==> src/rtl/log_dump_ctrl_pkg.sv <==
// Shared definitions for the sample logger dump sequencer: state encoding,
// default logger geometry and I/Q field positions in a logged word.
package log_ctrl_pkg;

  // Default logger geometry, shared with the logger itself
  localparam int LOG_ADDR_W = 15;
  localparam int LOG_DATA_W = 16;

  // I/Q packing inside a logged word
  localparam int LOG_I_MSB = 15;
  localparam int LOG_I_LSB = 8;
  localparam int LOG_Q_MSB = 7;
  localparam int LOG_Q_LSB = 0;

  typedef enum logic [3:0] {
    S_IDLE,
    S_ARM,
    S_CAPTURE,
    S_FULL,
    S_RDREQ,
    S_SETTLE,
    S_ADDR,
    S_OUT,
    S_DONE
  } log_state_e;

endpackage

==> src/rtl/log_dump_ctrl_if.sv <==
// Dump output stream: registered data with valid/ready handshake and a
// last flag on the final word of a dump.
interface log_stream_if #(
  parameter int DATA_W = 16
) ();
  logic [DATA_W-1:0] data;
  logic              valid;
  logic              ready;
  logic              last;

  modport master (output data, output valid, output last, input ready);
  modport slave  (input data, input valid, input last, output ready);
endinterface

==> src/rtl/log_dump_ctrl_wdog.sv <==
// Capture timeout counter. Counts cycles while enabled and flags expiry on
// the CYCLES-th enabled cycle; clears as soon as the enable drops.
module log_wdog #(
  parameter int CYCLES = 40
) (
  input  logic clk,
  input  logic i_rst,
  input  logic i_en,
  output logic o_expire
);
  localparam int W = $clog2(CYCLES + 1);

  logic [W-1:0] cnt;

  assign o_expire = i_en && (cnt == W'(CYCLES - 1));

  // Cycle counter, held at zero outside the watched window
  always_ff @(posedge clk) begin
    if (i_rst)          cnt <= '0;
    else if (!i_en)     cnt <= '0;
    else if (!o_expire) cnt <= cnt + W'(1);
  end
endmodule

==> src/rtl/log_dump_ctrl.sv <==
// Sample logger dump sequencer. Arms a capture on host command, waits for
// the logger full flag, then sweeps the read address and streams every
// stored I/Q word on a valid/ready interface.
// Optional build macro: LOG_WDOG_EN adds a capture timeout that drives o_err.
module log_dump_ctrl
  import log_ctrl_pkg::*;
#(
  parameter int ADDR_W      = LOG_ADDR_W,
  parameter int DATA_W      = LOG_DATA_W,
  parameter int RD_LATENCY  = 1,
  parameter int N_WORDS     = 2**ADDR_W,
  parameter int WDOG_CYCLES = 2**(ADDR_W+1)
) (
  input  logic              clk,
  input  logic              i_rst,
  input  logic              i_start,
  input  logic              i_dump,
  input  logic              i_abort,
  output logic              o_run_log,
  output logic              o_read_log,
  output logic [ADDR_W-1:0] o_addr_log_to_mem,
  input  logic              i_mem_full,
  input  logic [DATA_W-1:0] i_data_log_from_mem,
  log_stream_if.master      strm,
  output logic              o_busy,
  output logic              o_err
);
  localparam int LAT_W = (RD_LATENCY > 1) ? $clog2(RD_LATENCY) : 1;
  localparam logic [ADDR_W-1:0] LAST_ADDR = ADDR_W'(N_WORDS - 1);
  localparam logic [LAT_W-1:0]  LAT_LAST  = LAT_W'(RD_LATENCY - 1);

  log_state_e        state, state_nx;
  logic [ADDR_W-1:0] cnt;
  logic [LAT_W-1:0]  lat_cnt;
  logic              blank;
  logic              wdog_exp;
  logic              start_ok;
  logic              cnt_last;
  logic              lat_done;
  logic              rd_active;

  assign cnt_last  = (cnt == LAST_ADDR);
  assign lat_done  = (lat_cnt == LAT_LAST);
  assign start_ok  = i_start && (state == S_IDLE || state == S_FULL || state == S_DONE);
  assign rd_active = (state == S_RDREQ || state == S_SETTLE || state == S_ADDR || state == S_OUT);

  assign o_addr_log_to_mem = cnt;
  assign strm.last         = strm.valid && cnt_last;
  assign o_busy            = !(state == S_IDLE || state == S_FULL || state == S_DONE);

`ifdef LOG_WDOG_EN
  log_wdog #(.CYCLES(WDOG_CYCLES)) u_wdog (
    .clk      (clk),
    .i_rst    (i_rst),
    .i_en     (state == S_CAPTURE),
    .o_expire (wdog_exp)
  );

  // Sticky timeout flag; a fresh capture command clears it
  always_ff @(posedge clk) begin
    if (i_rst)                                      o_err <= 1'b0;
    else if (start_ok)                              o_err <= 1'b0;
    else if (state == S_CAPTURE && state_nx == S_IDLE) o_err <= 1'b1;
  end
`else
  assign wdog_exp = 1'b0;
  assign o_err    = 1'b0;
`endif

  // Next-state decode; abort wins over a handshake while reading out
  always_comb begin
    state_nx = state;
    unique case (state)
      S_IDLE:    if (i_start) state_nx = S_ARM;
      S_ARM:     state_nx = S_CAPTURE;
      S_CAPTURE: begin
        if (!blank && i_mem_full) state_nx = S_FULL;
        else if (wdog_exp)        state_nx = S_IDLE;
      end
      S_FULL, S_DONE: begin
        if (i_start)     state_nx = S_ARM;
        else if (i_dump) state_nx = S_RDREQ;
      end
      S_RDREQ:   state_nx = S_SETTLE;
      S_SETTLE:  state_nx = S_ADDR;
      S_ADDR:    if (lat_done) state_nx = S_OUT;
      S_OUT:     if (strm.ready) state_nx = cnt_last ? S_DONE : S_ADDR;
      default:   state_nx = S_IDLE;
    endcase
    if (rd_active && i_abort) state_nx = S_FULL;
  end

  // State, counters and registered outputs
  always_ff @(posedge clk) begin
    if (i_rst) begin
      state      <= S_IDLE;
      cnt        <= '0;
      lat_cnt    <= '0;
      blank      <= 1'b0;
      o_run_log  <= 1'b0;
      o_read_log <= 1'b0;
      strm.valid <= 1'b0;
      strm.data  <= '0;
    end else begin
      state      <= state_nx;
      o_run_log  <= (state_nx == S_ARM);
      o_read_log <= (state_nx == S_RDREQ);
      strm.valid <= (state_nx == S_OUT);
      // first CAPTURE cycle ignores a stale full flag from the last capture
      blank      <= (state != S_CAPTURE) && (state_nx == S_CAPTURE);

      if (state == S_RDREQ)                        cnt <= '0;
      else if (state == S_OUT && state_nx == S_ADDR) cnt <= cnt + ADDR_W'(1);

      if (state != S_ADDR) lat_cnt <= '0;
      else if (!lat_done)  lat_cnt <= lat_cnt + LAT_W'(1);

      if (state == S_ADDR && state_nx == S_OUT) strm.data <= i_data_log_from_mem;
    end
  end
endmodule

==> src/flat_wrapper.sv <==
// flat-port wrapper written by rule: the top's interface ports become plain ports
module log_dump_ctrl_flat import log_ctrl_pkg::*;
#(
  parameter int ADDR_W      = LOG_ADDR_W,
  parameter int DATA_W      = LOG_DATA_W,
  parameter int RD_LATENCY  = 1,
  parameter int N_WORDS     = 2**ADDR_W,
  parameter int WDOG_CYCLES = 2**(ADDR_W+1)
)
  (clk, i_rst, i_start, i_dump, i_abort, o_run_log, o_read_log, o_addr_log_to_mem, i_mem_full, i_data_log_from_mem, o_busy, o_err, strm_data, strm_valid, strm_last, strm_ready);
  log_stream_if #(.DATA_W(DATA_W)) strm_i ();
  input  logic clk;
  input  logic i_rst;
  input  logic i_start;
  input  logic i_dump;
  input  logic i_abort;
  output logic o_run_log;
  output logic o_read_log;
  output logic [ADDR_W-1:0] o_addr_log_to_mem;
  input  logic i_mem_full;
  input  logic [DATA_W-1:0] i_data_log_from_mem;
  output logic o_busy;
  output logic o_err;
  output wire logic [$bits(strm_i.data)-1:0] strm_data;
  output wire logic [$bits(strm_i.valid)-1:0] strm_valid;
  output wire logic [$bits(strm_i.last)-1:0] strm_last;
  input wire logic [$bits(strm_i.ready)-1:0] strm_ready;
  assign strm_data = strm_i.data;
  assign strm_valid = strm_i.valid;
  assign strm_last = strm_i.last;
  assign strm_i.ready = strm_ready;
  log_dump_ctrl #(.ADDR_W(ADDR_W), .DATA_W(DATA_W), .RD_LATENCY(RD_LATENCY), .N_WORDS(N_WORDS), .WDOG_CYCLES(WDOG_CYCLES)) u_core (.clk(clk), .i_rst(i_rst), .i_start(i_start), .i_dump(i_dump), .i_abort(i_abort), .o_run_log(o_run_log), .o_read_log(o_read_log), .o_addr_log_to_mem(o_addr_log_to_mem), .i_mem_full(i_mem_full), .i_data_log_from_mem(i_data_log_from_mem), .strm(strm_i), .o_busy(o_busy), .o_err(o_err));
endmodule
==> config.mk <==
export PLATFORM = sky130hd
export DESIGN_NAME = log_dump_ctrl_flat
export DESIGN_NICKNAME = d
export VERILOG_FILES = /design/src/rtl/log_dump_ctrl_pkg.sv /design/src/rtl/log_dump_ctrl_if.sv /design/src/rtl/log_dump_ctrl_wdog.sv /design/src/rtl/log_dump_ctrl.sv /design/src/flat_wrapper.sv
export SDC_FILE = /design/constraint.sdc
export NUM_CORES = 1
export LEC_CHECK = 0
export ABC_AREA = 1
export CAP_MARGIN = 20
export CORE_UTILIZATION = 44
export DETAILED_ROUTE_END_ITERATION = 12
export GPL_TIMING_DRIVEN = 0
export PLACE_DENSITY = 0.75
export SLEW_MARGIN = 20
export SYNTH_ARGS = -nofsm -noshare
export SYNTH_HDL_FRONTEND = slang
export SYNTH_HIERARCHICAL = 1
export SYNTH_SLANG_ARGS = --single-unit
==> constraint.sdc <==
create_clock -name clk -period 3.8 [get_ports clk]
set_input_delay 0.38 -clock clk [delete_from_list [all_inputs] [get_ports clk]]
set_output_delay 0.38 -clock clk [all_outputs]
set_load 0.005 [all_outputs]
* Word level (Yosys, flattened, before mapping)
Index checks and enable logic that the tools add are counted. W data, S select, Z words.
Cells by class: eq/ne operators 16, shifts and indexed selects 0, reductions and logical operators 17, $add $sub $neg 2, order comparisons 0, muxes and demuxes 9, bitwise operators 1, $mul 0, div/mod/pow operators 0
Operators by type and width (number):
- $mux W4 | 8
- $pmux W4 S8 | 1
- $eq A4 B3 Y1 const B | 7
- $add A15 B1 Y15 const B | 1
- $eq A15 B15 Y1 const B | 1
- $eq A4 B2 Y1 const B | 3
- $eq A4 B1 Y1 const B | 2
- $logic_and A1 B1 Y1 | 6
- $logic_or A1 B1 Y1 | 5
- $eq A4 B4 Y1 const B | 1
- $logic_not A4 Y1 | 1
- $ne A4 B2 Y1 const B | 1
- $ne A4 B3 Y1 const B | 1
- $reduce_or A2 Y1 | 2
- $reduce_or A3 Y1 | 1
- $logic_not A1 Y1 | 2
- $add A1 B1 Y1 const B | 1
- $not A1 Y1 | 1
Word-level totals: output and inout bits 37, logic and storage cells 53, ROM bits 0, bits in latches 0, bits in registers 40, RAM bits 0, memories kept 0

* Depth between registers and ports, before layout
Gate-level depths: netlist of the first run.
depth after elaboration 8, depth in mapped cells 13

* Least setup slack after synthesis of the first run
OpenSTA, ideal clock, no wires.
path type register to register, start point reg u_core.cnt[0] (netlist: u_core/o_addr_log_to_mem[0]), end point reg u_core.strm.data[2], cell stages (with the launch flop) 12, setup slack 2.118 ns, arrival 1.569 ns, clock period less this slack 1.682 ns, cells stage by stage dfxtp_1 -> ha_1 -> nand3_1 -> nor2_2 -> nand2_1 -> nand3_2 -> nand4_2 -> nand3_4 -> buf_6 -> nand2_1 -> nand2_1 -> nor2_1
Between the ends: word-level cells in the longest chain between the ends 7
RTL lines:
- start, declared | line log_dump_ctrl.sv:33 | logic [ADDR_W-1:0] cnt;
- start signal, assigned | line log_dump_ctrl.sv:113 | else if (state == S_OUT && state_nx == S_ADDR) cnt <= cnt + ADDR_W'(1);
- $eq A15 B15 Y1 | line log_dump_ctrl.sv:42 | assign cnt_last = (cnt == LAST_ADDR);
- $mux W4 (2 in a row) | line log_dump_ctrl.sv:87 | S_OUT: if (strm.ready) state_nx = cnt_last ? S_DONE : S_ADDR;
- $pmux W4 S8 | line log_dump_ctrl.sv:73 | unique case (state)
- $mux W4 | line log_dump_ctrl.sv:90 | if (rd_active && i_abort) state_nx = S_FULL;
- $eq A4 B3 Y1 | line log_dump_ctrl.sv:118 | if (state == S_ADDR && state_nx == S_OUT) strm.data <= i_data_log_from_mem;
- $logic_and A1 B1 Y1 | line log_dump_ctrl.sv:118
- end signal, assigned | line log_dump_ctrl.sv:118
- end, declared | line log_dump_ctrl_if.sv:11 | modport master (output data, output valid, output last, input ready);
No other way between the ends. A chain may end at the register's enable or synchronous reset.

* Final worst setup path of the first run
start point reg u_core.cnt[0] (netlist: u_core/o_addr_log_to_mem[0]), end point out strm_last
Between the ends: word-level cells in the longest chain between the ends 2
RTL lines:
- $eq A15 B15 Y1 | line log_dump_ctrl.sv:42
- $logic_and A1 B1 Y1 | line log_dump_ctrl.sv:48 | assign strm.last = strm.valid && cnt_last;
- end, declared | line flat_wrapper.sv:26 | output wire logic [$bits(strm_i.last)-1:0] strm_last;
No other way between the ends.

==> summary.md, run 1 <==
| Metric | Value |
|---|---|
| Avg Cell Area, Syn | ~6.8 µm² |
| Internal | 0.659 mW |
| Largest net degree at the start of global routing | 14 |
| Global-route wire length before repair | 8.14 mm |
| Iter 0 DRT Violations | 74 |
| Vias/cell | 4.83 |
| Sw Ratio | 24.4% |
| Setup Viol. Count Final | 0 |
| Outcome | complete, no violations |
| Setup Buffers After CTS | 0 |
| Number of CTS-inserted buffers | 5 |
| Die extent in x | approximately 70 µm |
| Minimum clock period | 2450 ps |
| Largest family of logic cells by synthesized area | simple AND/OR/NAND/NOR gates |
| Hold_buf cts | 0 |
| Most common cell after layout, fill and taps aside | nand2_1 |
| PD cells | 306 nW/µm² |
| Final slew viol count | 0 |
| Layout area overhead | 36.4% |
| Post-route cell area | 2850 µm² |
| Post-Synth Adder-Cell Area | 0.599% |
| Row count | 24 |
| Vias in the first global route | 1840 |
| Pleak | 1.26 nW |
| GRT overflow | 0 |
| Sequential share of the synthesized area | 38.3% |
| Compound-cell area share of the yosys netlist | 5.99% |
| Most frequent cells in the layout | nand2_1 (73), nor2_1 (59), clkdlybuf4s50_1 (58), inv_1 (42), dfxtp_1 (40) |
| Max Fclk | 408 MHz |
| Mux cell area share after synthesis | 0% |
| CP Data Required Time | 3420 ps |
| Rel. slew slack | 64.5% |
| DRC | 0 |
| Per-cell routed wire length | roughly 12 µm |
| Seq pwr share | between 40 and 50% |
| Tcrit/Tclk final | 64.6% |
| CTS max path bufs | 2 |
| Kind of critical path | reg -> out |
| Worst path arrival time | 2070 ps |
| PortBufs | 58 |
| Synth Area in XOR/XNOR | 4.61% |
| Crit Reg-Reg Startpoint | u_core/o_addr_log_to_mem[0] |
| CP Launch Type | flip-flop |
| RSZ-0062 raised after global routing | no |
| Die height | 70.9 µm |
| FFs w/ async S/R, synth | 0% |
| Critical Path Source | u_core/o_addr_log_to_mem[0] |
| Cell chain of the critical path | ha_1, nand3_1, nor2_2, nand2_1, nor2_1, clkdlybuf4s50_1 |
| Switching Power | 0.213 mW |
| Total core area | between 4000 and 5000 µm² |
| Final TNS setup | 0 ps |
| Die Area | 5030 µm² |
| Type of the tightest min-delay check | reg -> reg |
| Placed Area | 2740 µm² |
| Max Fanout on Critical Path | 6 |
| Clock power frac | 40.6% |
| Clock slew at reported path FFs | 80 ps |
| Worst-Skew Late Latency | 300 ps |
| IO Count | 60 |
| Initial antenna violation count | 0 |
| Placer Congestion | roughly 0.87 |
| TritonCTS clock tree | built |
| Antenna diode count | 0 |
| Peak supply drop | 0.000230 V |
| Final wirelength | 5.05 mm |
| Max incr delay on CP | roughly 500 ps |
| H-tree levels | 2 |
| Yosys warns | 6 |
| CTS resizes | 0 |
| Fin util | 64.1% |
| Post-synth cell types | 29 |
| Mapped Cells | 309 |
| CTS sink cnt | 40 |
| DPL Wire Length | 3.68 mm |
| R2R Path End | u_core/o_addr_log_to_mem[2] |
| Crit-path slowest cell | clkdlybuf4s50_1 |
| R2R cell count | 10 |
| Antenna Nets Post-Route | 0 |
| Ys flop type | dfxtp_1 |
| Register bit total from synthesis | 40 |
| Overall Power | 0.872 mW |
| Flop-to-flop setup slack | 1780 ps |
| Worst-Margin Slew | between 500 and 600 ps |
| Post-Route Skew | 4.92 ps |
| Post-Syn Area | 2090 µm² |
| Max-cap viol count | 0 |
| Worst Setup EP | strm_last |
| Number of fill cells | about 430 |
| Final hold violation count | 0 |
| Total global-route track usage | 20.3% |
| Synth Area in Simple Gates | slightly below 40% |
| Initial Util | 47.0% |
| Fin Hold WS | between 400 and 500 ps |
| Worst min-delay path startpoint | u_core/o_addr_log_to_mem[14] |
| Fraction of layout cells with a size suffix above 1 | 9.04% |
| CTS root buf | clkbuf_8 |
| DR pass1 iterations | 6 |
| EDFF count, synth | 0 |
| Total Nets Final | 399 |
| Setup crit end kind | output pin |
| Gate power share | 10.3% |
| Vias after detailed routing | 2066 |
==> worst max-delay path, delay by kind of cell (launching register included) <==
family	cells	cell delay, ps
flops	1	420
buf+inv	1	500
fa+ha+maj	1	210
simple gates	4	640
==> flip-flops by register name, summed over array words and instances (netlist names) <==
signal                    flops
u_core/o_addr_log_to_mem     15
u_core/state                  4
u_core/blank                  1
u_core/strm.data             16
u_core/o_read_log             1
u_core/lat_cnt                1
u_core/strm.valid             1
u_core/o_run_log              1
==> cell usage after synthesis (all sizes together), types with 2 or more instances <==
master	count	area share, %
nand3	16	4.9
nor3	4	0.96
inv	45	8.1
clkbuf	2	0.36
o21ai	6	1.6
nand4	16	5.4
nor2	62	12
dfxtp	40	38
buf	8	3.2
nand2	78	15
a21oi	16	4.4
xor2	5	2.1
xnor2	6	2.5
==> stage by stage <==
stage          std cells  setup WS (ps)
2_1_floorplan        310           2120
3_3_place_gp         420           1550
4_1_cts              428           1330
3_5_place_dp         420           1570
6_report             428           1350
5_1_grt              428           1170
==> power groups by stage <==
stage / logic [mW] / registers, mW / clock network [mW]
CTS: 0.0891 / 0.428 / 0.360
finish: 0.0898 / 0.428 / 0.354
detailed placement: 0.0884 / 0.438 / 0
global placement: 0.0870 / 0.438 / 0
floorplan: 0.0458 / 0.438 / 0
global route: 0.0987 / 0.429 / 0.380
==> logic make-up after synthesis <==
group,after synthesis
adder cells (fa/ha/maj),1
XOR/XNOR,11
AO/OA/AOI/OAI,22
flip-flops,40
AND/OR/NAND/NOR,178
other,1
buffers and inverters,56
==> routing by layer <==
layer  vias up  GRT usage (%)  wire length (µm)
met5         -              0                 0
met4         0           8.22                71
met3         6           4.56               249
met2        59           34.3              2420
met1       921           25.2              2310
li1       1080              -                 -
==> cell type report <==
cell class                      count  area (µm²)  area share [%]
Buffer                             10        73.8            2.59
Clock buffer                        5        68.8            2.41
Clock inverter                      3        42.5            1.49
Inverter                           46         173            6.06
Multi-Input combinational cell    214        1050            36.7
Sequential cell                    40         801            28.1
Tap cell                           52        65.1            2.28
Timing Repair Buffer               58         581            20.4
==> worst min-delay path by stage <==
stage                     slack, ps                            to  depth (start not counted)
after floorplan                 450                  u_core/blank                          1
after global placement          460  u_core/o_addr_log_to_mem[14]                          2
after detailed placement        460  u_core/o_addr_log_to_mem[14]                          2
after CTS                       470  u_core/o_addr_log_to_mem[14]                          2
after global routing            510  u_core/o_addr_log_to_mem[14]                          2
final                           470  u_core/o_addr_log_to_mem[14]                          2
(Power assumes the default switching activity.)
==> run 2: changes to the inputs <==
- CORE_UTILIZATION: 44 -> 43
- PLACE_DENSITY: 0.75 -> 0.76
- clock period: 3.8 -> 2 ns (I/O delays scaled with it)
==> run 2 against run 1 <==
Global-route usage increased by 0.61 points. First-iteration DRC count is 58% higher. Worst hold slack improved by 5.5 ps. Utilization shrank 0.13 points. Routed wire length up 2.3%. Worst setup slack lost 1300 ps. Clock skew rose by 0.76 ps. Cell count did not move. Critical path depth stayed put. Clock-buffer cell count increased by 1. Non-clock buffer count is 1 higher. Via count rose by 2.1%. Largest power group unchanged.
==> summary.md, run 2 (synthesis results as in run 1) <==
| Metric | Value |
|---|---|
| Post-route cell area | 2880 µm² |
| Iter 0 DRT Violations | 117 |
| Number of fill cells | 425 |
| Crit-path slowest cell | clkdlybuf4s50_1 |
| Antenna Nets Post-Route | 0 |
| Kind of critical path | reg -> out |
| Die height | slightly above 70 µm |
| CTS root buf | clkbuf_8 |
| RSZ-0062 raised after global routing | yes |
| Row count | 24 |
| Fin util | 64.0% |
| Fin Hold WS | 479 ps |
| Final wirelength | 5.17 mm |
| Setup crit end kind | output pin |
| Worst-Skew Late Latency | about 290 ps |
| Number of CTS-inserted buffers | 5 |
| Placed Area | 2740 µm² |
| H-tree levels | 2 |
| CTS max path bufs | 2 |
| Max-cap viol count | 0 |
| Minimum clock period | approximately 1900 ps |
| CTS sink cnt | 40 |
| WP buf/inv | 1 |
| Initial Util | 46.4% |
| CP Launch Type | flip-flop |
| Final hold violation count | 0 |
| Layout area overhead | 38.0% |
| Die Area | slightly above 5000 µm² |
| Cell chain of the critical path | ha_4, nand3_4, nor2_4, nand2_2, nor2_1, clkdlybuf4s50_1 |
| IO Count | 60 |
| Pleak | 1.26 nW |
| Max incr delay on CP | approximately 500 ps |
| DRC | 0 |
| Total global-route track usage | 21.0% |
| Total core area | 4500 µm² |
| Type of the tightest min-delay check | reg -> reg |
| PortBufs | 58 |
| Total Nets Final | 400 |
| Post-Route Skew | between 5 and 6 ps |
| Die extent in x | 71.7 µm |
| Most frequent cells in the layout | nand2_1 (72), clkdlybuf4s50_1 (58), nor2_1 (58), inv_1 (42), dfxtp_1 (32) |
| Per-cell routed wire length | 12.1 µm |
| Max reg flops | 16 |
| Top reg by flops | u_core/strm.data |
| CP Data Required Time | 1800 ps |
| TritonCTS clock tree | built |
| DR pass1 iterations | 4 |
| Outcome | complete, no violations |
| Vias in the first global route | 1857 |
| Max Fanout on Critical Path | 6 |
| Clock slew at reported path FFs | roughly 70 ps |
| Vias/cell | 4.93 |
| Fraction of layout cells with a size suffix above 1 | about an eighth |
| DPL Wire Length | 3.73 mm |
| Cell count after placement | 420 |
| Antenna diode count | 0 |
| PD cells | 514 nW/µm² |
| Largest net degree at the start of global routing | 12 |
| Final slew viol count | 0 |
| Non-filler instance count after layout | 428 |
| Setup Viol. Count Final | 0 |
| Vias after detailed routing | between 2k and 2.5k |
| Most common cell after layout, fill and taps aside | nand2_1 |
| Worst path arrival time | 1730 ps |
| Peak supply drop | 0.000322 V |
| GRT overflow | 0 |
| Final TNS setup | 0 ps |
| Placer Congestion | 0.881 |
| Initial antenna violation count | 0 |
| Tcrit/Tclk final | 96.5% |
| Global-route wire length before repair | 8.57 mm |
| Hold_buf cts | 0 |
| Delay-heaviest family, CP | buffers and inverters |
| Max Fclk | a little over 500 MHz |
==> run 2: worst register-to-register path: stages, from the launching register on <==
cell	delay (ps)
dfxtp_1	360
nand2_2	150
inv_2	60
nand3_1	100
nand2_1	70
nor2_1	130
nand3_2	110
inv_1	200
buf_2	280
nand4_1	150
a21oi_1	180
==> run 2: power breakdown <==
part | internal [mW] | total (mW) | switching, mW
registers | 0.803 | 0.811 | 0.00856
clock network | 0.237 | 0.499 | 0.262
logic | 0.0782 | 0.172 | 0.0935
==> run 2: cell type report <==
class | count | area (µm²) | share of cell area, %
Inverter | 46 | 173 | 5.99
Sequential cell | 40 | 816 | 28.3
Timing Repair Buffer | 59 | 588 | 20.4
Tap cell | 52 | 65.1 | 2.26
Clock buffer | 6 | 72.6 | 2.52
Clock inverter | 1 | 5.00 | 0.174
Multi-Input combinational cell | 214 | 1090 | 37.8
Buffer | 10 | 73.8 | 2.56
==> run 2: what timing repair did <==
action	CTS	global route
pin swaps	1	0
gates cloned	0	0
buffers inserted	1	0
endpoints found under the setup margin	2	14
resized for setup	9	9
==> run 2: worst paths after layout <==
path / start / endpoint / slack (ps) / cells past startpoint
max reg2reg: u_core/state[0] / u_core/o_addr_log_to_mem[4] / 160 / 10
min: u_core/o_addr_log_to_mem[14] / u_core/o_addr_log_to_mem[14] / 480 / 2
min reg2reg: u_core/o_addr_log_to_mem[14] / u_core/o_addr_log_to_mem[14] / 480 / 2
max: u_core/o_addr_log_to_mem[0] / strm_last / 70 / 6
==> run 2: through the flow <==
stage | setup WS, ps | power, mW
2_1_floorplan | 318 | 0.919
3_3_place_gp | -89.1 | 0.997
3_5_place_dp | -101 | 0.999
4_1_cts | 5.56 | 1.50
5_1_grt | -14.1 | 1.56
6_report | 70.1 | 1.48
==> run 2: routing by layer <==
metal  track usage (%)  vias up  part of all wire [%]
met4              7.19        0                   1.2
met1              27.6      959                    44
li1                  -     1087                     -
met2              34.3       59                    49
met5                 0        -                     0
met3              4.22        5                   5.3
==> run 3: changes to the inputs <==
- GPL_ROUTABILITY_DRIVEN: not set -> 0
==> results of run 3 <==
The final DEF is identical to that of run 2; final timing and power are the same.
